$ cat src/rtl/seg_link_pkg.sv
// Shared definitions for the segment serial link (receiver and transmitter).
package seg_link_pkg;

    localparam int unsigned SEG_FRAME_BITS = 8;
    localparam int unsigned SEG_BIT_CYCLES = 4;
    localparam int unsigned SEG_CNT_W      = 8;

    typedef enum logic [2:0] {
        IDLE,
        SAMP,
        DONE,
        ABORT,
        WAIT_CS
    } seg_state_e;

    // A frame is in flight from the first sample until its result pulse.
    function automatic logic state_busy(input seg_state_e s);
        return (s == SAMP) || (s == DONE) || (s == ABORT);
    endfunction

endpackage

$ cat src/rtl/seg_link_rx_if.sv
// Serial link lines plus the decoded display outputs of the receiver.
interface seg_link_rx_if #(
    parameter int unsigned FRAME_BITS = seg_link_pkg::SEG_FRAME_BITS
) ();

    logic                                seg_data_left;
    logic                                seg_data_right;
    logic                                seg_data_cs;
    logic [FRAME_BITS-1:0]               seg_left;
    logic [FRAME_BITS-1:0]               seg_right;
    logic                                frame_valid;
    logic                                frame_err;
    logic                                busy;
    logic [seg_link_pkg::SEG_CNT_W-1:0]  frame_cnt;

    // Link driver side: drives the serial lines, observes the display outputs.
    modport master (
        output seg_data_left, seg_data_right, seg_data_cs,
        input  seg_left, seg_right, frame_valid, frame_err, busy, frame_cnt
    );

    // Receiver side.
    modport slave (
        input  seg_data_left, seg_data_right, seg_data_cs,
        output seg_left, seg_right, frame_valid, frame_err, busy, frame_cnt
    );

endinterface

$ cat src/rtl/seg_sync2.sv
// Two-flop synchroniser for one asynchronous input line.
module seg_sync2 (
    input  logic clk,
    input  logic rst_n,
    input  logic d_i,
    output logic q_o
);

    logic meta_q;
    logic sync_q;

    // Double-register the line; meta_q may go metastable, sync_q is safe to use.
    always_ff @(posedge clk or negedge rst_n) begin
        if (!rst_n) begin
            meta_q <= 1'b0;
            sync_q <= 1'b0;
        end else begin
            meta_q <= d_i;
            sync_q <= meta_q;
        end
    end

    assign q_o = sync_q;

endmodule

$ cat src/rtl/seg_link_rx.sv
// Segment link receiver: frames on cs, shifts two MSB-first patterns, presents them
// to the seven-segment drivers with a valid/error strobe per frame.
module seg_link_rx
    import seg_link_pkg::*;
#(
    parameter int unsigned BIT_CYCLES = SEG_BIT_CYCLES,
    parameter int unsigned FRAME_BITS = SEG_FRAME_BITS
) (
    input  logic          clk,
    input  logic          rst_n,
    seg_link_rx_if.slave  link
);

    localparam int unsigned DIV_W = $clog2(BIT_CYCLES);
    localparam int unsigned BIT_W = $clog2(FRAME_BITS + 1);

    localparam logic [DIV_W-1:0] SAMPLE_AT = DIV_W'(BIT_CYCLES / 2);
    localparam logic [DIV_W-1:0] DIV_LAST  = DIV_W'(BIT_CYCLES - 1);
    localparam logic [BIT_W-1:0] BIT_LAST  = BIT_W'(FRAME_BITS - 1);

    logic l_s;
    logic r_s;
    logic cs_s;
    logic cs_q;
    logic start_c;

    seg_state_e            state_q,  state_d;
    logic [DIV_W-1:0]      div_q,    div_d;
    logic [BIT_W-1:0]      bit_q,    bit_d;
    logic [FRAME_BITS-1:0] sh_l_q,   sh_l_d;
    logic [FRAME_BITS-1:0] sh_r_q,   sh_r_d;
    logic [FRAME_BITS-1:0] seg_l_q,  seg_l_d;
    logic [FRAME_BITS-1:0] seg_r_q,  seg_r_d;
    logic                  valid_q,  valid_d;
    logic                  err_q,    err_d;
    logic                  busy_q,   busy_d;
    logic [SEG_CNT_W-1:0]  cnt_q,    cnt_d;

    logic [FRAME_BITS-1:0] sh_l_shift;
    logic [FRAME_BITS-1:0] sh_r_shift;
    logic                  sample_c;

    seg_sync2 u_sync_l  (.clk(clk), .rst_n(rst_n), .d_i(link.seg_data_left),  .q_o(l_s));
    seg_sync2 u_sync_r  (.clk(clk), .rst_n(rst_n), .d_i(link.seg_data_right), .q_o(r_s));
    seg_sync2 u_sync_cs (.clk(clk), .rst_n(rst_n), .d_i(link.seg_data_cs),    .q_o(cs_s));

    assign start_c    = cs_s & ~cs_q;
    assign sample_c   = (div_q == SAMPLE_AT);
    assign sh_l_shift = (sh_l_q << 1) | FRAME_BITS'(l_s);
    assign sh_r_shift = (sh_r_q << 1) | FRAME_BITS'(r_s);

    // State, datapath and output registers.
    always_ff @(posedge clk or negedge rst_n) begin
        if (!rst_n) begin
            cs_q    <= 1'b0;
            state_q <= IDLE;
            div_q   <= '0;
            bit_q   <= '0;
            sh_l_q  <= '0;
            sh_r_q  <= '0;
            seg_l_q <= '0;
            seg_r_q <= '0;
            valid_q <= 1'b0;
            err_q   <= 1'b0;
            busy_q  <= 1'b0;
            cnt_q   <= '0;
        end else begin
            cs_q    <= cs_s;
            state_q <= state_d;
            div_q   <= div_d;
            bit_q   <= bit_d;
            sh_l_q  <= sh_l_d;
            sh_r_q  <= sh_r_d;
            seg_l_q <= seg_l_d;
            seg_r_q <= seg_r_d;
            valid_q <= valid_d;
            err_q   <= err_d;
            busy_q  <= busy_d;
            cnt_q   <= cnt_d;
        end
    end

    // Next-state logic. Result outputs load on the transition into DONE/ABORT so
    // that each strobe is high exactly during the one cycle spent in that state.
    always_comb begin
        state_d = state_q;
        div_d   = div_q;
        bit_d   = bit_q;
        sh_l_d  = sh_l_q;
        sh_r_d  = sh_r_q;
        seg_l_d = seg_l_q;
        seg_r_d = seg_r_q;
        valid_d = 1'b0;
        err_d   = 1'b0;
        cnt_d   = cnt_q;

        case (state_q)
            IDLE: begin
                div_d = '0;
                bit_d = '0;
                if (start_c) begin
                    state_d = SAMP;
                end
            end
            SAMP: begin
                div_d = (div_q == DIV_LAST) ? '0 : div_q + DIV_W'(1);
                if (sample_c) begin
                    sh_l_d = sh_l_shift;
                    sh_r_d = sh_r_shift;
                    bit_d  = bit_q + BIT_W'(1);
                end
                // Losing cs wins over completing the frame, even on the last sample.
                if (!cs_s) begin
                    state_d = ABORT;
                    err_d   = 1'b1;
                end else if (sample_c && (bit_q == BIT_LAST)) begin
                    state_d = DONE;
                    seg_l_d = sh_l_shift;
                    seg_r_d = sh_r_shift;
                    valid_d = 1'b1;
                    cnt_d   = cnt_q + SEG_CNT_W'(1);
                end
            end
            DONE:    state_d = WAIT_CS;
            ABORT:   state_d = WAIT_CS;
            WAIT_CS: begin
                if (!cs_s) begin
                    state_d = IDLE;
                end
            end
            default: state_d = IDLE;
        endcase

        busy_d = state_busy(state_d);
    end

    assign link.seg_left    = seg_l_q;
    assign link.seg_right   = seg_r_q;
    assign link.frame_valid = valid_q;
    assign link.frame_err   = err_q;
    assign link.busy        = busy_q;
    assign link.frame_cnt   = cnt_q;

endmodule
$ cat src/flat_wrapper.sv
// flat-port wrapper written by rule: the top's interface ports become plain ports
module seg_link_rx_flat import seg_link_pkg::*;
#(
    parameter int unsigned BIT_CYCLES = SEG_BIT_CYCLES,
    parameter int unsigned FRAME_BITS = SEG_FRAME_BITS
)
  (clk, rst_n, link_seg_data_left, link_seg_data_right, link_seg_data_cs, link_seg_left, link_seg_right, link_frame_valid, link_frame_err, link_busy, link_frame_cnt);
  seg_link_rx_if #(.FRAME_BITS(FRAME_BITS)) link_i ();
  input  logic clk;
  input  logic rst_n;
  input wire logic [$bits(link_i.seg_data_left)-1:0] link_seg_data_left;
  input wire logic [$bits(link_i.seg_data_right)-1:0] link_seg_data_right;
  input wire logic [$bits(link_i.seg_data_cs)-1:0] link_seg_data_cs;
  output wire logic [$bits(link_i.seg_left)-1:0] link_seg_left;
  output wire logic [$bits(link_i.seg_right)-1:0] link_seg_right;
  output wire logic [$bits(link_i.frame_valid)-1:0] link_frame_valid;
  output wire logic [$bits(link_i.frame_err)-1:0] link_frame_err;
  output wire logic [$bits(link_i.busy)-1:0] link_busy;
  output wire logic [$bits(link_i.frame_cnt)-1:0] link_frame_cnt;
  assign link_i.seg_data_left = link_seg_data_left;
  assign link_i.seg_data_right = link_seg_data_right;
  assign link_i.seg_data_cs = link_seg_data_cs;
  assign link_seg_left = link_i.seg_left;
  assign link_seg_right = link_i.seg_right;
  assign link_frame_valid = link_i.frame_valid;
  assign link_frame_err = link_i.frame_err;
  assign link_busy = link_i.busy;
  assign link_frame_cnt = link_i.frame_cnt;
  seg_link_rx #(.BIT_CYCLES(BIT_CYCLES), .FRAME_BITS(FRAME_BITS)) u_core (.clk(clk), .rst_n(rst_n), .link(link_i));
endmodule
$ cat config.mk
export PLATFORM = sky130hd
export DESIGN_NAME = seg_link_rx_flat
export DESIGN_NICKNAME = d
export VERILOG_FILES = /design/src/rtl/seg_link_pkg.sv /design/src/rtl/seg_link_rx_if.sv /design/src/rtl/seg_sync2.sv /design/src/rtl/seg_link_rx.sv /design/src/flat_wrapper.sv
export SDC_FILE = /design/constraint.sdc
export NUM_CORES = 1
export LEC_CHECK = 0
export ABC_AREA = 1
export CAP_MARGIN = 30
export CORE_ASPECT_RATIO = 0.5
export CORE_UTILIZATION = 58
export DETAILED_ROUTE_END_ITERATION = 6
export PLACE_DENSITY = 0.84
export REMOVE_ABC_BUFFERS = 1
export SETUP_SLACK_MARGIN = 0.5
export SLEW_MARGIN = 10
export SYNTH_ARGS = -nofsm -noshare
export SYNTH_HDL_FRONTEND = slang
export SYNTH_SLANG_ARGS = --single-unit
$ cat constraint.sdc
create_clock -name clk -period 3.3 [get_ports clk]
set_clock_uncertainty 0.15 [all_clocks]
set_input_delay 0.66 -clock clk [delete_from_list [all_inputs] [get_ports clk]]
set_output_delay 0.66 -clock clk [all_outputs]
set_load 0.05 [all_outputs]
# Word-level counts from Yosys, hierarchy flattened
# Index checks and enable logic that the tools add are counted.
# totals
out_inout_bits	27
reg_bits	57
# classes
n_addsub	3
bitwise	4
mux	14
eq_ne	11
reduce_logical	9
# op_table
cell	count
OR 8 x 1 -> 8 bit	2
== test 3 x 2 -> 1 bit (second input constant)	4
two-way mux 3 bit	4
one-hot mux 3 bit (4 select lines)	1
adder 8 x 1 -> 8 bit (second input constant)	1
one-hot mux 4 bit (2 select lines)	1
== test 3 x 1 -> 1 bit (second input constant)	2
two-way mux 1 bit	5
adder 4 x 1 -> 4 bit (second input constant)	1
== test 2 bit (second input constant)	2
== test 4 x 3 -> 1 bit (second input constant)	1
two-way mux 4 bit	1
one-hot mux 2 bit (2 select lines)	1
AND reduction 2 bit	2
== test 3 bit (second input constant)	1
logical NOT 3 bit	1
AND reduction 3 bit	1
adder 2 x 1 -> 2 bit (second input constant)	1
logical OR 1 bit	2
two-way mux 2 bit	1
inequality test 2 x 1 -> 1 bit (second input constant)	1
nonzero test 2 bit	1
OR reduction 2 bit	1
bitwise AND 1 bit	1
2 further kinds	2

# Depth between registers and ports, before layout
# Gate-level depths: netlist of the first run.
# logic_depth
depth_word	8
depth_mapped	9
ltp_nobuf	8

# Modules after synthesis
# From an unflattened synthesis of the first run, not the netlist that was laid out.
# hier_totals
cells_unflattened	242
hier_area_um2	2328.5
# by_module_without_submodules
mod	cells_per_inst	seq_area_each_um2	area_each_um2	n_inst
seg_link_rx	236	1276.2	2178.3	1
seg_sync2	2	50.0	50.0	3

# Worst setup path before layout of the first run
# No wires, ideal clock.
# synth_timing
path_type	flip-flop to flip-flop
start	register u_core.cnt_q[0], in the netlist u_core.link.frame_cnt[0]
end	register u_core.cnt_q[4], in the netlist u_core.link.frame_cnt[4]
arrival_time_ns	1.362
stages_incl_launch_ff	6
required_ns	3.032
path_slack_ns	1.670
setup_time_ns	0.118
path_cell_list	dfrtp_1 > ha_1 > nand3_1 > xnor2_1 > nand2_1 > nand2_1
# synth_between
elab_chain_cells	1
# synth_rtl
element	line	rtl
start, declared	seg_link_rx.sv:37	logic [SEG_CNT_W-1:0] cnt_q, cnt_d;
start signal, assigned	seg_link_rx.sv:79	cnt_q <= cnt_d;
adder 8 x 1 -> 8 bit	seg_link_rx.sv:121	cnt_d = cnt_q + SEG_CNT_W'(1);
# No other way between the ends.
# A chain may end at the register's enable or synchronous reset.

# Final worst setup path of the first run
# layout_timing
start	register u_core.cnt_q[3], in the netlist u_core.link.frame_cnt[3]
end	output link_frame_cnt[3]
# layout_lines
element	line	rtl
end, declared	flat_wrapper.sv:19	output wire logic [$bits(link_i.frame_cnt)-1:0] link_frame_cnt;
# No word-level cell between the ends.

==> results of run 1 <==
-- power breakdown --
group | internal, mW | switching, mW
sequential | 0.781 | 0.0695
combinational | 0.0929 | 0.220
clock | 0.367 | 0.255
total | 1.24 | 0.545
-- cells in the mapped netlist, drive strengths merged --
| master | instances | area share (%) |
|---|---|---|
| inv | 17 | 2.9 |
| o31ai | 1 | 0.31 |
| a21oi | 2 | 0.42 |
| and3 | 1 | 0.26 |
| xor2 | 2 | 0.73 |
| nor2 | 7 | 1.7 |
| nand2 | 118 | 21 |
| o21ai | 12 | 2.5 |
| clkbuf | 1 | 0.16 |
| dfrtp | 57 | 59 |
| nand3 | 20 | 4.4 |
| nand4 | 2 | 0.52 |
| o211ai | 2 | 0.62 |
| ha | 4 | 2.1 |
| buf | 7 | 2.4 |
| xnor2 | 2 | 0.73 |
-- stage by stage --
| stage | cells | power, mW | util, % | instance area, um2 |
|---|---|---|---|---|
| after floorplan | 247 | 1.067 | - | 2341 |
| after global placement | 335 | 1.151 | 69.38 | 2736 |
| after detailed placement | 335 | 1.175 | 69.38 | 2736 |
| after CTS | 351 | 1.801 | 74.18 | 2925 |
| after global routing | 351 | 1.880 | 74.18 | 2925 |
| final | 351 | 1.787 | 74.18 | 2925 |
-- metal layers --
layer / vias to the layer above / GRT usage [%]
met2: 47 / 40.44
met5: - / 0
met1: 863 / 28.05
met4: 0 / 9.846
li1: 870 / -
met3: 6 / 8.730
-- area by class of cell --
type,count,area share (%)
timing repair buffer,34,11.21
clock inverter,3,1.369
tap,54,2.310
multi-input combinational,173,28.91
clock buffer,13,5.090
sequential,57,48.76
inverter,17,2.352
-- registers in the layout, indices dropped and copies added (netlist names) --
name	flops
u_core.link.seg_right	8
u_core.u_sync_cs.q_o	1
u_core.link.seg_left	8
u_core.cs_q	1
u_core.link.frame_cnt	8
u_core.link.frame_err	1
u_core.link.frame_valid	1
u_core.link.busy	1
u_core.sh_l_q	7
u_core.u_sync_l.meta_q	1
u_core.div_q	2
u_core.sh_r_q	7
u_core.state_q	3
u_core.bit_q	4
u_core.u_sync_r.q_o	1
u_core.u_sync_r.meta_q	1
u_core.u_sync_cs.meta_q	1
u_core.u_sync_l.q_o	1
-- logic make-up (layout without fill, tap and decap cells) --
family / count (synthesis) / in the layout
AOI/OAI and AO/OA: 17 / 17
xor gates and xnor gates: 4 / 4
adders and majority gates: 4 / 4
buffers and inverters: 25 / 67
DFF: 57 / 57
and+or+nand+nor: 148 / 148
-- worst paths after layout --
path                                     startpoint                        to  slack (ns)  cells past startpoint
max                        u_core.link.frame_cnt[3]         link_frame_cnt[3]        0.86                      1
min                                           rst_n          u_core.sh_l_q[6]        0.11                      1
max reg2reg                         u_core.div_q[0]  u_core.link.seg_right[3]        0.95                      8
min reg2reg                  u_core.u_sync_r.meta_q       u_core.u_sync_r.q_o        0.20                      0
max in group asynchronous                     rst_n          u_core.sh_r_q[0]        2.23                      2
min in group clk             u_core.u_sync_r.meta_q       u_core.u_sync_r.q_o        0.20                      0
==> impl_metrics.sql, run 1 <==
INSERT INTO impl_metrics (metric_group, metric, value, unit) VALUES
('pwr', 'power_leakage', '1.471', 'nW'),
('worst_setup_path', 'critical_path_end_type', 'output pin', ''),
('drt', 'routed_length_on_met1', '2.026', 'mm'),
('sta', 'fin_crit', '2.439', 'ns'),
('placed_design', 'hpwl', '2.929', 'mm'),
('yosys', 'synth.yosys.seq_area_share', '59.34', '%'),
('sta', 'layout_setup_ws', '0.8607', 'ns'),
('clock_tree', 'clk_root_buffer_cell', 'sky130_fd_sc_hd__clkbuf_8', ''),
('yosys', 'synth_xor_area_share', '1.458', '%'),
('worst_setup_path', 'path_cells', 'clkdlybuf4s50_1', ''),
('clock_tree', 'cts.sink_count', '57', ''),
('worst_setup_path', 'worstPathMaxFanout', '6', ''),
('clock_tree', 'cts-buffers-inserted', '9', ''),
('drt', 'wl_met2', '2.234', 'mm'),
('yosys', 'syn_area_per_cell', '9.426', 'um2'),
('yosys', 'yosys.cell_types.count', '23', ''),
('sta', 'clock.fmax', '409.9', 'MHz'),
('clock_tree', 'cts_resized', '0', ''),
('yosys', 'yosys.area_share.adder', '2.082', '%'),
('global_route', 'grt_util_all_layers', '23.47', '%'),
('drt', 'top_layer_used', 'met4', ''),
('finish', 'most_frequent_standard_cell_in_the_layout_excluding_fill_and_tap_cells', 'sky130_fd_sc_hd__nand2_1', ''),
('drt', 'routed_wl', '4.546', 'mm'),
('flow_run', 'timing.max_cap.violations', '0', ''),
('sta', 'finalCritPeriodShare', '73.92', '%'),
('sta', 'final.hold.worst_slack', '0.1087', 'ns'),
('sta', 'timing_hold_violations_final', '0', ''),
('sta', 'setup_violations', '0', ''),
('sta', 'rsz0062_at_grt', 'false', ''),
('die', 'floorplan.die.height', '47.52', 'um'),
('yosys', 'syn-instance-count', '255', ''),
('status', 'run_status', 'finished clean', ''),
('worst_setup_path', 'critical_path_arrival', '1.63', 'ns'),
('finish', 'antenna-diode-count', '0', ''),
('pwr', 'power_density', '610.9', 'mW/mm2'),
('worst_setup_path', 'category_of_the_most_critical_setup_path', 'flop to output pin', ''),
('clock_tree', 'clk_pin_slew', '0.06', 'ns'),
('drt', 'viasPerCell', '5.088', ''),
('clock_tree', 'cts-hold-fix-buffers', '0', ''),
('finish', 'post_route_cells_drive_above_1_share', '14.48', '%'),
('worst_setup_path', 'start_kind', 'flop', ''),
('finish', 'multi_input_comb_area', '845.8', 'um2'),
('finish', 'final_cell_mix', 'sky130_fd_sc_hd__nand2_1, sky130_fd_sc_hd__dfrtp_1, sky130_fd_sc_hd__clkdlybuf4s50_1', ''),
('yosys', 'postSynthRegisterBits', '57', ''),
('drt', 'routed-via-count', '1786', ''),
('yosys', 'largest_family_of_logic_cells_by_synthesized_area', 'simple AND/OR/NAND/NOR gates', ''),
('sta', 'timing.max_slew.rel_slack', '58.89', '%'),
('hold_path', 'hold_class', 'primary input to async pin', ''),
('global_route', 'overflow', '0', ''),
('clock_tree', 'clock_latency', '0.33', 'ns'),
('drt', 'amount_of_wire_on_met3_after_detailed_routing', '230', 'um'),
('global_route', 'grt_first_pass_wirelength', '7.472', 'mm'),
('yosys', 'ys.warnings.count', '0', ''),
('die', 'die-width', '93.04', 'um'),
('worst_setup_path', 'critical-path-slowest-cell', 'sky130_fd_sc_hd__clkdlybuf4s50_1', ''),
('die', 'die_footprint', '0.004421', 'mm2'),
('placed_design', 'pre_cts_worst_setup_slack', '0.9632', 'ns'),
('drt', 'final_antenna_net_count', '0', ''),
('die', 'num_io_pins', '32', ''),
('finish', 'nFillCells', '269', ''),
('yosys', 'synth-simple-area-share', '27.80', '%'),
('die', 'core', '0.003944', 'mm2'),
('global_route', 'grt_antenna_before_repair', '0', ''),
('drt', 'first_iter_violations', '85', ''),
('global_route', 'first_global_vias', '1666', ''),
('worst_setup_path', 'worst-path-buf-inv', '1', ''),
('yosys', 'synthesized_area_fraction_occupied_by_ao_oa_aoi_and_oai_cells', '3.852', '%'),
('worst_setup_path', 'cp.required', '2.49', 'ns'),
('die', 'initial_standard_cell_utilization_of_the_core', '60.95', '%'),
('placed_design', 'finalWeightedCongestion', '0.8211', ''),
('worst_setup_path', 'crit_path_max_incr_delay', '0.84', 'ns');
Power figures use the tool's default switching activity.
==> inputs of run 2 (changes only) <==
Settings changed: CORE_UTILIZATION 58 to 54, PLACE_DENSITY 0.84 to 0.8.
Clock period 3.3 ns to 2.55 ns, I/O delays scaled along.
==> impl_metrics.sql, run 2 (synthesis results as in run 1) <==
INSERT INTO impl_metrics (metric_group, metric, value, unit) VALUES
('pwr', 'power_density', '812.2', 'mW/mm2'),
('clock_tree', 'clock_latency', '0.33', 'ns'),
('worst_setup_path', 'category_of_the_most_critical_setup_path', 'flop to output pin', ''),
('worst_setup_path', 'critical_path_end_type', 'output pin', ''),
('clock_tree', 'clk_pin_slew', '0.06', 'ns'),
('placed_design', 'finalWeightedCongestion', '0.7650', ''),
('global_route', 'grtUsageMet3', '9.346', '%'),
('worst_setup_path', 'critical-path-slowest-cell', 'sky130_fd_sc_hd__dlygate4sd2_1', ''),
('flow_run', 'timing.max_cap.violations', '0', ''),
('drt', 'routed_wl', '4.299', 'mm'),
('pwr', 'totalPowerFinal', '2.376', 'mW'),
('drt', 'wl_per_cell', '12.21', 'um'),
('finish', 'most_frequent_standard_cell_in_the_layout_excluding_fill_and_tap_cells', 'sky130_fd_sc_hd__nand2_1', ''),
('drt', 'viasPerCell', '5.080', ''),
('finish', 'register_area', '0.001426', 'mm2'),
('hold_path', 'hold_class', 'primary input to async pin', ''),
('worst_setup_path', 'path_cells', 'dlygate4sd2_1', ''),
('global_route', 'grt_util_met1', '27.14', '%'),
('worst_setup_path', 'worst-path-buf-inv', '1', ''),
('drt', 'drt_drc_violations_left', '0', ''),
('die', 'core', '0.004084', 'mm2'),
('placed_design', 'pre_cts_worst_setup_slack', '0.6244', 'ns'),
('worst_setup_path', 'crit_path_max_incr_delay', '0.56', 'ns'),
('global_route', 'grt_antenna_before_repair', '0', ''),
('drt', 'first_iter_violations', '96', ''),
('drt', 'routed-via-count', '1788', ''),
('die', 'initial_standard_cell_utilization_of_the_core', '58.85', '%'),
('worst_setup_path', 'critical_path_sink', 'link_frame_cnt[3]', ''),
('clock_tree', 'cts_tree', 'built', ''),
('die', 'die_footprint', '0.004738', 'mm2'),
('die', 'num_io_pins', '32', ''),
('drt', 'final_antenna_net_count', '0', ''),
('die', 'placementRows', '16', ''),
('worst_setup_path', 'worst_r2r_endpoint', 'u_core.bit_q[3]', ''),
('clock_tree', 'cts.sink_count', '57', ''),
('sta', 'measured_slew_at_the_worst_slew_check_pin', '0.5949', 'ns'),
('global_route', 'grt_most_used_layer', 'met2', ''),
('pwr', 'share_comb_of_total_power', '16.8', '%'),
('finish', 'post_route_cells_drive_above_1_share', '15.77', '%'),
('die', 'die-width', '96.35', 'um'),
('clock_tree', 'cts-buffers-inserted', '9', ''),
('pwr', 'power.share.switching', '29.60', '%'),
('drt', 'drt_pre_antenna_iters', '4', ''),
('placed_design', 'io_buffer_count', '31', ''),
('sta', 'timing_hold_violations_final', '0', ''),
('global_route', 'overflow', '0', ''),
('clock_tree', 'clk_root_buffer_cell', 'sky130_fd_sc_hd__clkbuf_8', ''),
('sta', 'clock.fmax', '502.1', 'MHz'),
('sta', 'timing.max_slew.rel_slack', '59.92', '%'),
('global_route', 'pin_count_of_the_biggest_net_entering_global_routing', '29', ''),
('global_route', 'first_global_vias', '1690', ''),
('sta', 'final.setup.tns', '0', 'ns'),
('pwr', 'worst_vdd_ir', '0.0005599', 'V'),
('worst_setup_path', 'critPathLaunch', 'u_core.link.frame_cnt[3]', ''),
('sta', 'rsz0062_at_grt', 'true', ''),
('global_route', 'grt_first_pass_wirelength', '7.500', 'mm'),
('finish', 'nFillCells', '327', ''),
('die', 'floorplan.die.height', '49.18', 'um'),
('sta', 'finalCritPeriodShare', '78.10', '%'),
('status', 'run_status', 'finished clean', ''),
('worst_setup_path', 'critical_path_arrival', '1.33', 'ns'),
('clock_tree', 'htree_num_levels', '3', ''),
('pwr', 'switching_power', '0.7034', 'mW'),
('worst_setup_path', 'largest_delay_contributor_family_on_the_critical_path', 'buffers and inverters', ''),
('worst_setup_path', 'reg2reg_setup_slack', '0.72', 'ns'),
('finish', 'area_delta_synth_final', '21.71', '%'),
('global_route', 'grt_util_met2', '34.99', '%'),
('finish', 'antenna-diode-count', '0', ''),
('worst_setup_path', 'worstPathMaxFanout', '6', ''),
('global_route', 'grt_util_all_layers', '21.87', '%'),
('pwr', 'power_leakage', '1.600', 'nW'),
('worst_setup_path', 'start_kind', 'flop', ''),
('finish', 'final_cell_mix', 'sky130_fd_sc_hd__nand2_1, sky130_fd_sc_hd__dfrtp_1, sky130_fd_sc_hd__dlygate4sd2_1', ''),
('clock_tree', 'cts-hold-fix-buffers', '0', ''),
('finish', 'multi_input_comb_area', '845.8', 'um2'),
('sta', 'fin_crit', '1.992', 'ns'),
('pwr', 'power_frac_seq', '46.2', '%'),
('placed_design', 'hpwl', '2.923', 'mm'),
('finish', 'num-nets-final', '302', ''),
('clock_tree', 'cts-root-to-sink-buffers', '2', ''),
('worst_setup_path', 'timing.critical_path.depth', '1', ''),
('worst_setup_path', 'rr_worst_depth', '5', ''),
('worst_setup_path', 'cp.required', '1.89', 'ns'),
('worst_setup_path', 'crit-reg2reg-launch', 'u_core.div_q[0]', ''),
('sta', 'finalMaxSlewViolations', '0', ''),
('pwr', 'p_int', '1.672', 'mW'),
('sta', 'layout_setup_ws', '0.5585', 'ns'),
('pwr', 'p_clk_share', '37.0', '%'),
('sta', 'setup_violations', '0', '');
[run 2: per-layer routing]
metal	wire length, um	vias up
met5	0	-
met4	27	0
met3	220	2
met2	2084	41
met1	1966	866
li1	-	879
[run 2: timing repair]
item,CTS,global route
resized for setup,27,2
setup buffers,0,0
setup endpoints to repair,27,14
[run 2: layout make-up]
type	instances	share of cell area [%]
multi-input cells	173	28.91
well taps	54	2.310
inverters	17	2.481
repair buffers	35	10.35
clock buffers	10	4.363
flip-flops and latches	57	48.76
clock inverters	6	2.823
[run 2: power groups by stage]
stage	Combinational (mW)	Sequential, mW	Clock, mW
2_1_floorplan	0.245	1.14	0
3_3_place_gp	0.391	1.10	0
3_5_place_dp	0.408	1.11	0
4_1_cts	0.405	1.10	0.909
5_1_grt	0.451	1.11	0.952
6_report	0.399	1.10	0.880
[run 2: worst min path at each step]
stage / startpoint / end / slack, ns
2_1_floorplan: rst_n / u_core.bit_q[0] / 0.06
3_3_place_gp: u_core.u_sync_l.meta_q / u_core.u_sync_l.q_o / 0.18
3_5_place_dp: u_core.u_sync_cs.meta_q / u_core.u_sync_cs.q_o / 0.19
4_1_cts: rst_n / u_core.u_sync_l.meta_q / 0.03
5_1_grt: rst_n / u_core.u_sync_l.meta_q / 0.06
6_report: rst_n / u_core.link.seg_left[0] / 0.03
[run 2: metrics by stage]
step	instances	area [um2]	hold WS (ns)	util, %
5_1_grt	352	2925	0.05846	71.63
2_1_floorplan	247	2341	0.06441	-
4_1_cts	352	2920	0.02667	71.51
3_3_place_gp	336	2744	0.1812	67.19
6_report	352	2925	0.02505	71.63
3_5_place_dp	336	2744	0.1864	67.19
==> inputs of run 3 (changes only) <==
Settings changed: CORE_UTILIZATION 54 to 49, PLACE_DENSITY 0.8 to 0.76.
Clock period 2.55 ns to 1.7 ns, I/O delays scaled along.
==> impl_metrics.sql, run 3 (synthesis results as in run 1) <==
INSERT INTO impl_metrics (metric_group, metric, value, unit) VALUES
('worst_setup_path', 'path_cells', 'inv_2, ha_4, nand2_2, nor2_4, nand3_4, inv_4, buf_12, nand2_1, nand2_1', ''),
('clock_tree', 'cts-buffers-inserted', '9', ''),
('hold_path', 'hold_class', 'primary input to async pin', ''),
('global_route', 'grt_util_all_layers', '24.75', '%'),
('placed_design', 'numPlacedInstances', '351', ''),
('global_route', 'first_global_vias', '1976', ''),
('clock_tree', 'clock_latency', '0.34', 'ns'),
('clock_tree', 'htree_num_levels', '3', ''),
('drt', 'wl_per_cell', '18.24', 'um'),
('sta', 'fin_crit', '1.635', 'ns'),
('finish', 'antenna-diode-count', '0', ''),
('worst_setup_path', 'worst-path-buf-inv', '3', ''),
('pwr', 'power_density', '1107', 'mW/mm2'),
('sta', 'rsz0062_at_grt', 'true', ''),
('finish', 'post_route_cells_drive_above_1_share', '43.93', '%'),
('finish', 'most_frequent_standard_cell_in_the_layout_excluding_fill_and_tap_cells', 'sky130_fd_sc_hd__nand2_1', ''),
('die', 'die_footprint', '0.005206', 'mm2'),
('sta', 'clock.fmax', '611.5', 'MHz'),
('worst_setup_path', 'critical-path-slowest-cell', 'sky130_fd_sc_hd__dfrtp_1', ''),
('pwr', 'power_leakage', '1.905', 'nW'),
('placed_design', 'placedInstanceArea', '0.003089', 'mm2'),
('clock_tree', 'cts.sink_count', '57', ''),
('global_route', 'grt_antenna_before_repair', '0', ''),
('pwr', 'worst_vdd_ir', '0.0008126', 'V'),
('drt', 'final_antenna_net_count', '0', ''),
('worst_setup_path', 'start_kind', 'flop', ''),
('global_route', 'pin_count_of_the_biggest_net_entering_global_routing', '23', ''),
('drt', 'drt_pre_antenna_iters', '4', ''),
('die', 'die-width', '101.0', 'um'),
('flow_run', 'timing.max_cap.violations', '0', ''),
('finish', 'finish.instance_area', '0.003881', 'mm2'),
('die', 'num_io_pins', '32', ''),
('worst_setup_path', 'critical_path_arrival', '1.76', 'ns'),
('finish', 'final_cell_mix', 'sky130_fd_sc_hd__nand2_1, sky130_fd_sc_hd__dfrtp_1, sky130_fd_sc_hd__buf_4', ''),
('status', 'run_status', 'finished with violations', ''),
('sta', 'timing_hold_violations_final', '18', ''),
('die', 'floorplan.die.height', '51.53', 'um'),
('drt', 'routed-via-count', '2280', ''),
('finish', 'area_delta_synth_final', '61.48', '%'),
('sta', 'setup_violations', '0', ''),
('worst_setup_path', 'worstPathMaxFanout', '10', ''),
('sta', 'finalMaxSlewViolations', '0', ''),
('worst_setup_path', 'largest_delay_contributor_family_on_the_critical_path', 'simple AND/OR/NAND/NOR gates', ''),
('sta', 'timing.max_slew.rel_slack', '63.64', '%'),
('clock_tree', 'cts_tree', 'built', ''),
('placed_design', 'finalWeightedCongestion', '0.8067', ''),
('finish', 'final_cells', '412', ''),
('clock_tree', 'clk_pin_slew', '0.06', 'ns'),
('placed_design', 'io_buffer_count', '31', ''),
('clock_tree', 'clk_root_buffer_cell', 'sky130_fd_sc_hd__clkbuf_8', ''),
('worst_setup_path', 'critical_path_end_type', 'flop', ''),
('finish', 'nFillCells', '210', ''),
('sta', 'finalCritPeriodShare', '96.19', '%'),
('worst_setup_path', 'critical-path-top-cell-by-count', 'sky130_fd_sc_hd__nand2_1', ''),
('die', 'core', '0.004552', 'mm2'),
('die', 'initial_standard_cell_utilization_of_the_core', '52.80', '%'),
('sta', 'measured_slew_at_the_worst_slew_check_pin', '0.5455', 'ns'),
('worst_setup_path', 'cp.required', '1.82', 'ns'),
('die', 'placementRows', '17', ''),
('status', 'violations_in_the_final_reports', 'hold timing', ''),
('pwr', 'totalPowerFinal', '4.295', 'mW'),
('sta', 'final.setup.tns', '0', 'ns'),
('clock_tree', 'cts-root-to-sink-buffers', '2', ''),
('global_route', 'overflow', '0', ''),
('sta', 'final.hold.worst_slack', '-0.1619', 'ns'),
('worst_setup_path', 'crit_path_max_incr_delay', '0.39', 'ns'),
('drt', 'drt_drc_violations_left', '0', ''),
('worst_setup_path', 'category_of_the_most_critical_setup_path', 'flop to flop', ''),
('finish', 'num-nets-final', '353', ''),
('drt', 'viasPerCell', '5.534', ''),
('drt', 'routed_wl', '7.514', 'mm'),
('global_route', 'grt_first_pass_wirelength', '9.170', 'mm'),
('drt', 'first_iter_violations', '200', ''),
('placed_design', 'hpwl', '3.262', 'mm');
## run 3: cell count changes in the layout (fill, tap and decap cells not counted), sizes merged
cell / delta
buf: +74
dlygate4sd2: -26
clkdlybuf4s15: -1
nand2: +3
clkbuf: +3
bufinv: -2
clkinvlp: -2
clkinv: -1
## run 3: routing by layer
| layer | up-vias | wire (um) | global-route usage (%) |
|---|---|---|---|
| met5 | - | 0 | 0 |
| li1 | 983 | - | - |
| met3 | 36 | 543 | 9.543 |
| met4 | 0 | 323 | 11.35 |
| met1 | 1113 | 2943 | 27.31 |
| met2 | 148 | 3704 | 43.20 |
## run 3: through the flow
stage / utilization [%] / hold WS, ns / setup slack [ns]
floorplan: - / -0.1056 / -0.7767
global placement: 67.87 / 0.1840 / 0.1577
detailed placement: 67.87 / 0.1863 / 0.07643
CTS: 77.13 / -0.1650 / 0.1741
global route: 85.27 / -0.1409 / -0.008136
finish: 85.27 / -0.1619 / 0.06481
## run 3: path summary, 6_finish.rpt
check                      depth (start not counted)                    from                       end  slack [ns]
min reg2reg                                        0  u_core.u_sync_r.meta_q       u_core.u_sync_r.q_o        0.20
max                                                9         u_core.div_q[0]  u_core.link.seg_right[3]        0.06
max in group asynchronous                          2                   rst_n  u_core.link.frame_cnt[7]        1.04
max reg2reg                                        9         u_core.div_q[0]  u_core.link.seg_right[3]        0.06
min                                                1                   rst_n          u_core.sh_l_q[0]       -0.16
min in group clk                                   0  u_core.u_sync_r.meta_q       u_core.u_sync_r.q_o        0.20
## run 3: area by class of cell
class	instances	area, um2	share of cell area [%]
Sequential cell	57	1435	36.98
Clock buffer	12	145.1	3.740
Timing Repair Buffer	83	1117	28.79
Inverter	17	78.83	2.031
Clock inverter	1	5.005	0.1289
Tap cell	66	82.58	2.128
Multi-Input combinational cell	176	1017	26.21
## run 3: worst register-to-register path, cell delays in order, from the launching register on
cell                      delay, ns
sky130_fd_sc_hd__dfrtp_1       0.39
sky130_fd_sc_hd__inv_2         0.07
sky130_fd_sc_hd__ha_4          0.15
sky130_fd_sc_hd__nand2_2       0.08
sky130_fd_sc_hd__nor2_4        0.15
sky130_fd_sc_hd__nand3_4       0.13
sky130_fd_sc_hd__inv_4         0.14
sky130_fd_sc_hd__buf_12        0.14
sky130_fd_sc_hd__nand2_1       0.08
sky130_fd_sc_hd__nand2_1       0.09
## run 3: power by group
part | switching, mW | internal, mW
clock network | 0.516 | 0.542
registers | 0.162 | 1.52
logic | 0.846 | 0.712
## run 3: timing repair
item | in CTS | in global routing
setup endpoints to repair | 73 | 74
endpoints found under the hold margin | 18 | 18
pin swaps | 3 | 14
cloned | 1 | 4
gates resized for setup | 20 | 44
buffers inserted | 26 | 17
